<file path="src/rtl/sorted_move_reader_pkg.sv">
// Shared types and default sizes for the sorted move buffer and its reader.
package sorter_pkg;

    localparam int DEF_MAX_LEN    = 32;
    localparam int DEF_KEY_BITS   = 8;
    localparam int DEF_VALUE_BITS = 15;

    typedef logic [DEF_VALUE_BITS-1:0] move_value_t;
    typedef logic [DEF_KEY_BITS-1:0]   move_key_t;

    typedef enum logic [2:0] {
        ST_IDLE    = 3'd0,
        ST_FETCH   = 3'd1,
        ST_PRESENT = 3'd2,
        ST_DONE    = 3'd3,
        ST_FLUSH   = 3'd4
    } reader_state_t;

endpackage

</file>
<file path="src/rtl/sorted_move_reader_if.sv">
// Downstream move stream from the sorted move reader to the search engine.
interface sorted_move_reader_if
    import sorter_pkg::*;
#(
    parameter int KEY_BITS   = DEF_KEY_BITS,
    parameter int VALUE_BITS = DEF_VALUE_BITS
);
    logic [VALUE_BITS-1:0] value;
    logic [KEY_BITS-1:0]   key;
    logic                  valid;
    logic                  ready;
    logic                  last;

    // Handshake: an entry transfers on a clock edge where valid and ready are both high.
    // While valid is high and ready is low, value/key/last are held stable; valid never
    // drops without a transfer except on flush or reset. last is only meaningful with valid.
    modport master (output value, key, valid, last, input ready);
    modport slave  (input value, key, valid, last, output ready);

endinterface

</file>
<file path="src/rtl/sorted_move_reader.sv">
// Drains the descending-key move buffer one entry at a time, highest key first,
// with an optional top-N limit and an abort/flush that empties the buffer.
module sorted_move_reader
    import sorter_pkg::*;
#(
    parameter int  MAX_LEN    = DEF_MAX_LEN,
    parameter int  KEY_BITS   = DEF_KEY_BITS,
    parameter int  VALUE_BITS = DEF_VALUE_BITS,
    localparam int CW         = $clog2(MAX_LEN + 1)
) (
    input  logic                  clk_in,
    input  logic                  rst_in,
    input  logic                  start_in,
    input  logic [CW-1:0]         limit_in,
    input  logic                  flush_in,
    input  logic [VALUE_BITS-1:0] head_value_in,
    input  logic [KEY_BITS-1:0]   head_key_in,
    input  logic [CW-1:0]         len_in,
    output logic                  dequeue_out,
    sorted_move_reader_if.master  out_if,
    output logic [CW-1:0]         issued_count_out,
    output logic                  busy_out,
    output logic                  done_out,
    output reader_state_t         state_out
);

    localparam logic [CW-1:0] MAX_CNT = CW'(MAX_LEN);

    reader_state_t state;
    reader_state_t state_nxt;
    logic [CW-1:0] limit_q;
    logic [CW-1:0] count_plus1;
    logic          hit_limit;
    logic          is_last;
    logic          accept;
    logic          flush_go;

    assign count_plus1 = issued_count_out + CW'(1);
    assign hit_limit   = (limit_q != '0) && (count_plus1 == limit_q);
    // In PRESENT the buffer has already popped this entry, so len_in==0 means it was the tail.
    assign is_last     = (len_in == '0) || hit_limit;
    assign accept      = out_if.valid && out_if.ready;
    assign flush_go    = flush_in && ((state != ST_IDLE) || (len_in != '0));

    assign out_if.last = out_if.valid && is_last;
    assign busy_out    = (state != ST_IDLE);
    assign state_out   = state;

    always_comb begin
        state_nxt = state;
        if (flush_go) begin
            state_nxt = ST_FLUSH;
        end else begin
            case (state)
                ST_IDLE: begin
                    if (start_in) state_nxt = (len_in == '0) ? ST_DONE : ST_FETCH;
                end
                ST_FETCH:   state_nxt = ST_PRESENT;
                ST_PRESENT: begin
                    if (accept) state_nxt = is_last ? ST_DONE : ST_FETCH;
                end
                ST_DONE:    state_nxt = ST_IDLE;
                ST_FLUSH: begin
                    if ((len_in == '0) && !dequeue_out) state_nxt = ST_IDLE;
                end
                default:    state_nxt = ST_IDLE;
            endcase
        end
    end

    always_ff @(posedge clk_in or negedge rst_in) begin
        if (!rst_in) begin
            state            <= ST_IDLE;
            limit_q          <= '0;
            issued_count_out <= '0;
            dequeue_out      <= 1'b0;
            done_out         <= 1'b0;
            out_if.valid     <= 1'b0;
            out_if.value     <= '0;
            out_if.key       <= '0;
        end else begin
            state        <= state_nxt;
            out_if.valid <= (state_nxt == ST_PRESENT);
            done_out     <= (state_nxt == ST_DONE);
            // A strobe still high this cycle pops one more entry at this edge, so only keep
            // flushing while something would remain after it.
            dequeue_out  <= (state_nxt == ST_FETCH) ||
                            ((state_nxt == ST_FLUSH) && (len_in > CW'(dequeue_out)));

            if (state == ST_FETCH) begin
                out_if.value <= head_value_in;
                out_if.key   <= head_key_in;
            end

            if ((state == ST_IDLE) && start_in && !flush_go) begin
                issued_count_out <= '0;
                if (len_in != '0) limit_q <= limit_in;
            end

            if ((state == ST_PRESENT) && accept && !flush_go && (issued_count_out != MAX_CNT)) begin
                issued_count_out <= count_plus1;
            end
        end
    end

endmodule

</file>
<file path="src/flat_wrapper.sv">
// flat-port wrapper written by rule: the top's interface ports become plain ports
module sorted_move_reader_flat import sorter_pkg::*;
#(
    parameter int  MAX_LEN    = DEF_MAX_LEN,
    parameter int  KEY_BITS   = DEF_KEY_BITS,
    parameter int  VALUE_BITS = DEF_VALUE_BITS,
    localparam int CW         = $clog2(MAX_LEN + 1)
)
  (clk_in, rst_in, start_in, limit_in, flush_in, head_value_in, head_key_in, len_in, dequeue_out, issued_count_out, busy_out, done_out, state_out, out_if_value, out_if_key, out_if_valid, out_if_last, out_if_ready);
  sorted_move_reader_if #(.KEY_BITS(KEY_BITS), .VALUE_BITS(VALUE_BITS)) out_if_i ();
  input  logic clk_in;
  input  logic rst_in;
  input  logic start_in;
  input  logic [CW-1:0] limit_in;
  input  logic flush_in;
  input  logic [VALUE_BITS-1:0] head_value_in;
  input  logic [KEY_BITS-1:0] head_key_in;
  input  logic [CW-1:0] len_in;
  output logic dequeue_out;
  output logic [CW-1:0] issued_count_out;
  output logic busy_out;
  output logic done_out;
  output reader_state_t state_out;
  output wire logic [$bits(out_if_i.value)-1:0] out_if_value;
  output wire logic [$bits(out_if_i.key)-1:0] out_if_key;
  output wire logic [$bits(out_if_i.valid)-1:0] out_if_valid;
  output wire logic [$bits(out_if_i.last)-1:0] out_if_last;
  input wire logic [$bits(out_if_i.ready)-1:0] out_if_ready;
  assign out_if_value = out_if_i.value;
  assign out_if_key = out_if_i.key;
  assign out_if_valid = out_if_i.valid;
  assign out_if_last = out_if_i.last;
  assign out_if_i.ready = out_if_ready;
  sorted_move_reader #(.MAX_LEN(MAX_LEN), .KEY_BITS(KEY_BITS), .VALUE_BITS(VALUE_BITS)) u_core (.clk_in(clk_in), .rst_in(rst_in), .start_in(start_in), .limit_in(limit_in), .flush_in(flush_in), .head_value_in(head_value_in), .head_key_in(head_key_in), .len_in(len_in), .dequeue_out(dequeue_out), .out_if(out_if_i), .issued_count_out(issued_count_out), .busy_out(busy_out), .done_out(done_out), .state_out(state_out));
endmodule
</file>
<file path="config.mk">
export PLATFORM = sky130hd
export DESIGN_NAME = sorted_move_reader_flat
export DESIGN_NICKNAME = d
export VERILOG_FILES = /design/src/rtl/sorted_move_reader_pkg.sv /design/src/rtl/sorted_move_reader_if.sv /design/src/rtl/sorted_move_reader.sv /design/src/flat_wrapper.sv
export SDC_FILE = /design/constraint.sdc
export NUM_CORES = 1
export LEC_CHECK = 0
export ABC_AREA = 1
export CAP_MARGIN = 25
export CELL_PAD_IN_SITES_DETAIL_PLACEMENT = 2
export CELL_PAD_IN_SITES_GLOBAL_PLACEMENT = 2
export CORE_MARGIN = 2
export CORE_UTILIZATION = 25
export CTS_CLUSTER_DIAMETER = 60
export DETAILED_ROUTE_END_ITERATION = 6
export PLACE_DENSITY = 0.81
export SETUP_SLACK_MARGIN = 0.5
export SLEW_MARGIN = 10
export SYNTH_ARGS = -nofsm -noshare
export SYNTH_HDL_FRONTEND = slang
export SYNTH_SLANG_ARGS = --single-unit
export TNS_END_PERCENT = 10
</file>
<file path="constraint.sdc">
create_clock -name clk_in -period 5.03 [get_ports clk_in]
set_input_delay 0.7545 -clock clk_in [delete_from_list [all_inputs] [get_ports clk_in]]
set_output_delay 0.7545 -clock clk_in [all_outputs]
set_load 0.1 [all_outputs]
</file>
==> results.sh, run 1 <==
export IMPL_drt_initial_drc_count=59
export IMPL_grt_pass1_wl_mm=9.80
export IMPL_relSlewSlack_pct=32.4
export IMPL_yosys_area_share_simple_pct=17.3
export IMPL_async_reset_ff_share_pct=100
export IMPL_synth_edf_count=0
export IMPL_synth_top_cell_area_share_pct=52.4
export IMPL_hold_path_class="input port to async pin"
export IMPL_crit_reg2reg_capture="u_core.out_if.valid"
export IMPL_via_count=1695
export IMPL_r2r_start="u_core.issued_count_out[0]"
export IMPL_fmax_ghz=0.329
export IMPL_r2r_cells=13
export IMPL_ys_ff_latch=41
export IMPL_slew_viol_final=0
export IMPL_setup_ws_ns=1.99
export IMPL_postSynthAreaPerCell_um2=10.1
export IMPL_critPathRequiredTime_ns=4.28
export IMPL_instances_no_fill=377
export IMPL_area_growth_syn_to_layout_pct=50.3
export IMPL_finalCritPeriodShare_pct=60.5
export IMPL_grt_max_degree=42
export IMPL_placed_area_um2=2820
export IMPL_r2r_slack_ns=2.97
export IMPL_end_kind="primary output"
export IMPL_cts_buffers=5
export IMPL_synthMuxAreaShare_pct=13.2
export IMPL_fin_area_um2=2940
export IMPL_cap_violations=0
export IMPL_mostFrequentLayoutCells="74 x clkdlybuf4s50_1, 41 x dfrtp_1, 35 x nand2_1"
export IMPL_dieHeight_um=92.5
export IMPL_synth_distinct_cells=28
export IMPL_synth_top_family_by_area="simple AND/OR/NAND/NOR gates"
export IMPL_track_usage_pct=14.5
export IMPL_setup_tns_ns=0
export IMPL_powerDensity_nw_per_um2=293
export IMPL_grt_pass1_vias=1997
export IMPL_antennaDiodeCount=0
export IMPL_fin_crit_ns=3.04
export IMPL_initial_utilization_pct=25.6
export IMPL_synth_flop_cell="dfrtp_1"
export IMPL_postSynthCellCount=193
export IMPL_path_clk_slew_ns=0.09
export IMPL_synth_nets=236
export IMPL_cts_hold_buf=0
export IMPL_clockBufferDepth=2
export IMPL_busiest_layer="met2"
export IMPL_yosys_area_share_adder_pct=1.92
export IMPL_final_common_cell="clkdlybuf4s50_1"
export IMPL_path_class="flop to primary output"
export IMPL_rsz0062_at_grt="no"
export IMPL_clk_latency_ns=0.29
export IMPL_dp_hpwl_mm=4.61
export IMPL_die_w_um=92.5
export IMPL_avgViaCountPerCell=4.50
export IMPL_synth_top_cell_by_area="dfrtp_1"
export IMPL_dp_cells=368
export IMPL_cts_setup_buffers=0
export IMPL_use_met1_pct=16.8
export IMPL_drt_pre_antenna_iters=2
export IMPL_tightest_slew_ns=1.01
export IMPL_hold_violations=0
export IMPL_synth_seq_area_share_pct=52.4
export IMPL_io_buffers=76
export IMPL_finalClockSkew_ns=0.00572
export IMPL_antenna_found_initial=0
export IMPL_synth_area_um2=1960
export IMPL_rows=32
export IMPL_grt_overflow=0
export IMPL_grt_use_met2_pct=24.8
export IMPL_leakage_nw=1.31
export IMPL_peakVddDrop_v=0.000130
export IMPL_pin_count=77
export IMPL_grt_util_met3_pct=5.86
export IMPL_antenna_left=0
export IMPL_gp_congestion=0.789
export IMPL_root_buffer="clkbuf_8"
export IMPL_drc=0
export IMPL_synthXorXnorAreaFrac_pct=0.447
export IMPL_critical_path_arrival_ns=2.29
export IMPL_startpoint_type="flop"
export IMPL_layout_drive_gt1_share_pct=18.2
export IMPL_die_area_um2=8560
export IMPL_core_um2=7650
export IMPL_synth_compound_area_share_pct=9.27
export IMPL_num_nets_final=317
export IMPL_post_route_util_pct=38.5
export IMPL_post_cts_resized=0
export IMPL_tritoncts="done"
export IMPL_synth_area_top_cells="dfrtp_1 52%, mux2_2 13%, nand2_1 6.7%"
export IMPL_status="completed"
export IMPL_clock_sinks=41
export IMPL_dpl_worst_slack_ns=2.07
export IMPL_cts_htree_levels=2
export IMPL_postRouteWirelength_mm=5.92
export IMPL_ys_warn_count=0
export IMPL_crit_path_max_fanout=6
export IMPL_finalSetupViolCount=0
export IMPL_wire_per_inst_um=15.7
[how the worst max path moves through the flow]
stage	start	end	slack, ns	depth (start not counted)
after floorplan	u_core.issued_count_out[0]	out_if_last	0.89	9
after global placement	len_in[2]	out_if_last	2.11	6
after detailed placement	len_in[5]	out_if_last	2.07	6
after CTS	u_core.issued_count_out[0]	out_if_last	1.92	10
after global routing	u_core.issued_count_out[0]	out_if_last	1.73	8
final	u_core.issued_count_out[0]	out_if_last	1.99	10
[registers in the layout, summed over array words and instances (netlist names)]
signal and count:
u_core.out_if.value 15, u_core.out_if.key 8, u_core.issued_count_out 6, u_core.limit_q 6, u_core.state_out 3, u_core.dequeue_out 1
u_core.done_out 1, u_core.out_if.valid 1
[cells by family after synthesis]
group	after synthesis
DFF	41
adders and majority gates	3
buffers and inverters	26
muxes	23
and+or+nand+nor	74
xor gates and xnor gates	1
AOI/OAI and AO/OA	25
[cell usage after synthesis, drive strengths merged (2+ instances only)]
library cell and instances:
buf 3, a21oi 7, nand3 11, inv 23, dfrtp 41, nor3b 2, o21ai 9, nand2 36
o22ai 4, a21boi 3, ha 3, mux2 23, nor2 23
[final cells by class]
type,instances,area (µm²)
multi-input cells,126,825
fillers,825,4700
flip-flops and latches,41,1030
clock inverters,1,8.76
clock buffers,7,96.3
inverters,23,86.3
repair buffers,77,773
well taps,102,128
[metal layers]
layer / wire length (µm) / share of wire [%] / vias to the layer above
met5: 0 / 0 / -
met4: 68 / 1.1 / 0
met3: 496 / 8.4 / 8
met2: 2970 / 50 / 58
met1: 2390 / 40 / 836
li1: - / - / 793
[critical path, stage by stage (launching register included)]
cell,delay (ns)
dfrtp_1,0.46
inv_1,0.13
ha_1,0.36
xnor2_1,0.16
nand2_1,0.06
nor2_1,0.08
nand2_1,0.05
nor2_1,0.09
nand3_1,0.12
a21boi_1,0.16
buf_4,0.31
[through the flow]
step	hold WS (ns)	power (W)
floorplan	0.459	0.000528
global placement	0.486	0.000609
detailed placement	0.497	0.000616
CTS	0.517	0.000872
global route	0.412	0.000898
finish	0.399	0.000861
[where the power goes]
part,switching (W),total (W),internal (W)
combinational,0.000168,0.000246,0.0000784
clock,0.000125,0.000251,0.000127
sequential,0.0000160,0.000364,0.000348
total,0.000308,0.000861,0.000553
Note: power is estimated with default switching activity, not from simulation.
==> run 2, diff against run 1 <==
Settings changed: CORE_UTILIZATION 25 to 23, PLACE_DENSITY 0.81 to 0.79.
Clock period 5.03 ns to 2.5 ns, I/O delays scaled along.
==> results.sh, run 2 (same netlist as run 1, synthesis figures left out) <==
export IMPL_finalClockSkew_ns=0.00818
export IMPL_track_usage_pct=12.9
export IMPL_die_area_um2=9270
export IMPL_finalSetupViolCount=0
export IMPL_rows=33
export IMPL_finalCritPeriodShare_pct=95.4
export IMPL_layout_drive_gt1_share_pct=39.8
export IMPL_tritoncts="done"
export IMPL_avgViaCountPerCell=4.41
export IMPL_tightest_slew_ns=0.655
export IMPL_fmax_ghz=0.419
export IMPL_fin_hold_ws_ns=0.101
export IMPL_dpl_worst_slack_ns=0.149
export IMPL_setup_ws_ns=0.114
export IMPL_clk_latency_ns=0.30
export IMPL_crit_path_max_fanout=4
export IMPL_cts_buffers=5
export IMPL_grt_max_degree=27
export IMPL_postRouteWirelength_mm=5.71
export IMPL_rsz0062_at_grt="yes"
export IMPL_antenna_found_initial=0
export IMPL_cts_hold_buf=0
export IMPL_reg_top3="u_core.out_if.value: 15 flops, u_core.out_if.key: 8 flops"
export IMPL_crit_path_max_incr_delay_ns=0.52
export IMPL_startpoint_type="flop"
export IMPL_path_class="flop to primary output"
export IMPL_drt_initial_drc_count=40
export IMPL_cts_htree_levels=2
export IMPL_core_um2=8220
export IMPL_end_kind="primary output"
export IMPL_drt_pre_antenna_iters=2
export IMPL_clockBufferDepth=2
export IMPL_antennaDiodeCount=0
export IMPL_peakVddDrop_v=0.000204
export IMPL_die_w_um=96.3
export IMPL_root_buffer="clkbuf_8"
export IMPL_leakage_nw=1.34
export IMPL_grt_pass1_vias=1834
export IMPL_final_common_cell="buf_4"
export IMPL_fin_crit_ns=2.39
export IMPL_pin_count=77
export IMPL_hold_violations=0
export IMPL_hold_path_class="input port to async pin"
export IMPL_slew_viol_final=0
export IMPL_drc=0
export IMPL_gp_congestion=0.782
export IMPL_initial_utilization_pct=23.8
export IMPL_fill_cells=895
export IMPL_dp_cells=374
export IMPL_num_nets_final=321
export IMPL_cp_cell_sequence="inv_4, ha_4, xnor2_2, nand2_1, nor2_1, nand2_1, nor2_1, nand3_2, a21boi_4, buf_12"
export IMPL_register_area_um2=1050
export IMPL_clock_sinks=41
export IMPL_instances_no_fill=384
export IMPL_mostFrequentLayoutCells="40 x buf_4, 38 x clkdlybuf4s50_1, 33 x dfrtp_1"
export IMPL_dp_hpwl_mm=4.46
export IMPL_dieHeight_um=96.3
export IMPL_relSlewSlack_pct=56.3
export IMPL_top_register="u_core.out_if.value"
export IMPL_area_growth_syn_to_layout_pct=52.3
export IMPL_grt_pass1_wl_mm=9.05
export IMPL_via_count=1693
export IMPL_cpMaxStageDelayCell="dfrtp_4"
export IMPL_r2r_slack_ns=0.53
export IMPL_critical_path_arrival_ns=2.01
export IMPL_powerDensity_nw_per_um2=561
export IMPL_io_buffers=76
export IMPL_status="completed"
export IMPL_setup_tns_ns=0
export IMPL_multi_input_area_um2=912
export IMPL_cp_num_buf_inv=2
export IMPL_cap_violations=0
export IMPL_antenna_left=0
export IMPL_crit_family="flip-flops"
export IMPL_path_clk_slew_ns=0.08
export IMPL_power_w=0.00167
export IMPL_grt_overflow=0
export IMPL_wire_per_inst_um=14.9
export IMPL_largest_register_ffs=15
export IMPL_critPathRequiredTime_ns=2.12
[run 2: cell types whose count changed in the layout (fill, tap and decap cells not counted), sizes merged]
| cell | previous run | this run |
|---|---|---|
| clkdlybuf4s50 | 74 | 38 |
| clkinv | 0 | 2 |
| clkbuf | 7 | 6 |
| inv | 24 | 22 |
| clkinvlp | 0 | 1 |
| buf | 3 | 43 |
[run 2: power breakdown]
| part | leakage (nW) | switching, W | internal, W |
|---|---|---|---|
| Sequential | 0.468 | 0.0000340 | 0.000703 |
| Clock | 0.0450 | 0.000237 | 0.000194 |
| Combinational | 0.831 | 0.000347 | 0.000159 |
[run 2: final cells by class]
class                      instances  area share [%]
sequential                        41            35.1
inverter                          23            3.11
clock buffer                       6            2.43
timing repair buffer              81            24.0
tap                              105            4.41
clock inverter                     2           0.336
multi-input combinational        126            30.6
[run 2: worst paths after layout]
kind / depth (start not counted) / to / startpoint
min: 1 / u_core.out_if.value[11] / rst_in
max reg2reg: 8 / u_core.limit_q[2] / u_core.state_out[1]
max in group asynchronous: 2 / u_core.out_if.key[3] / rst_in
max: 10 / out_if_last / u_core.issued_count_out[0]
min in group clk_in: 1 / u_core.out_if.key[7] / u_core.out_if.key[7]
min reg2reg: 1 / u_core.out_if.key[7] / u_core.out_if.key[7]
[run 2: layer usage]
| metal | global-route usage, % | routed length, µm | up-vias |
|---|---|---|---|
| met5 | 0 | 0 | - |
| met4 | 3.69 | 65 | 0 |
| met3 | 3.60 | 383 | 6 |
| met2 | 23.9 | 3040 | 52 |
| met1 | 14.4 | 2220 | 836 |
| li1 | - | - | 799 |
[run 2: timing repair]
action,CTS,global route
setup endpoints to repair,3,18
pin swaps,2,3
setup buffers,2,0
gates resized for setup,2,10
[run 2: metrics by stage]
step | area, µm² | utilization, %
after floorplan | 2030 | -
after global placement | 2840 | 34.5
after detailed placement | 2840 | 34.5
after CTS | 2940 | 35.8
after global routing | 2980 | 36.3
final | 2980 | 36.3
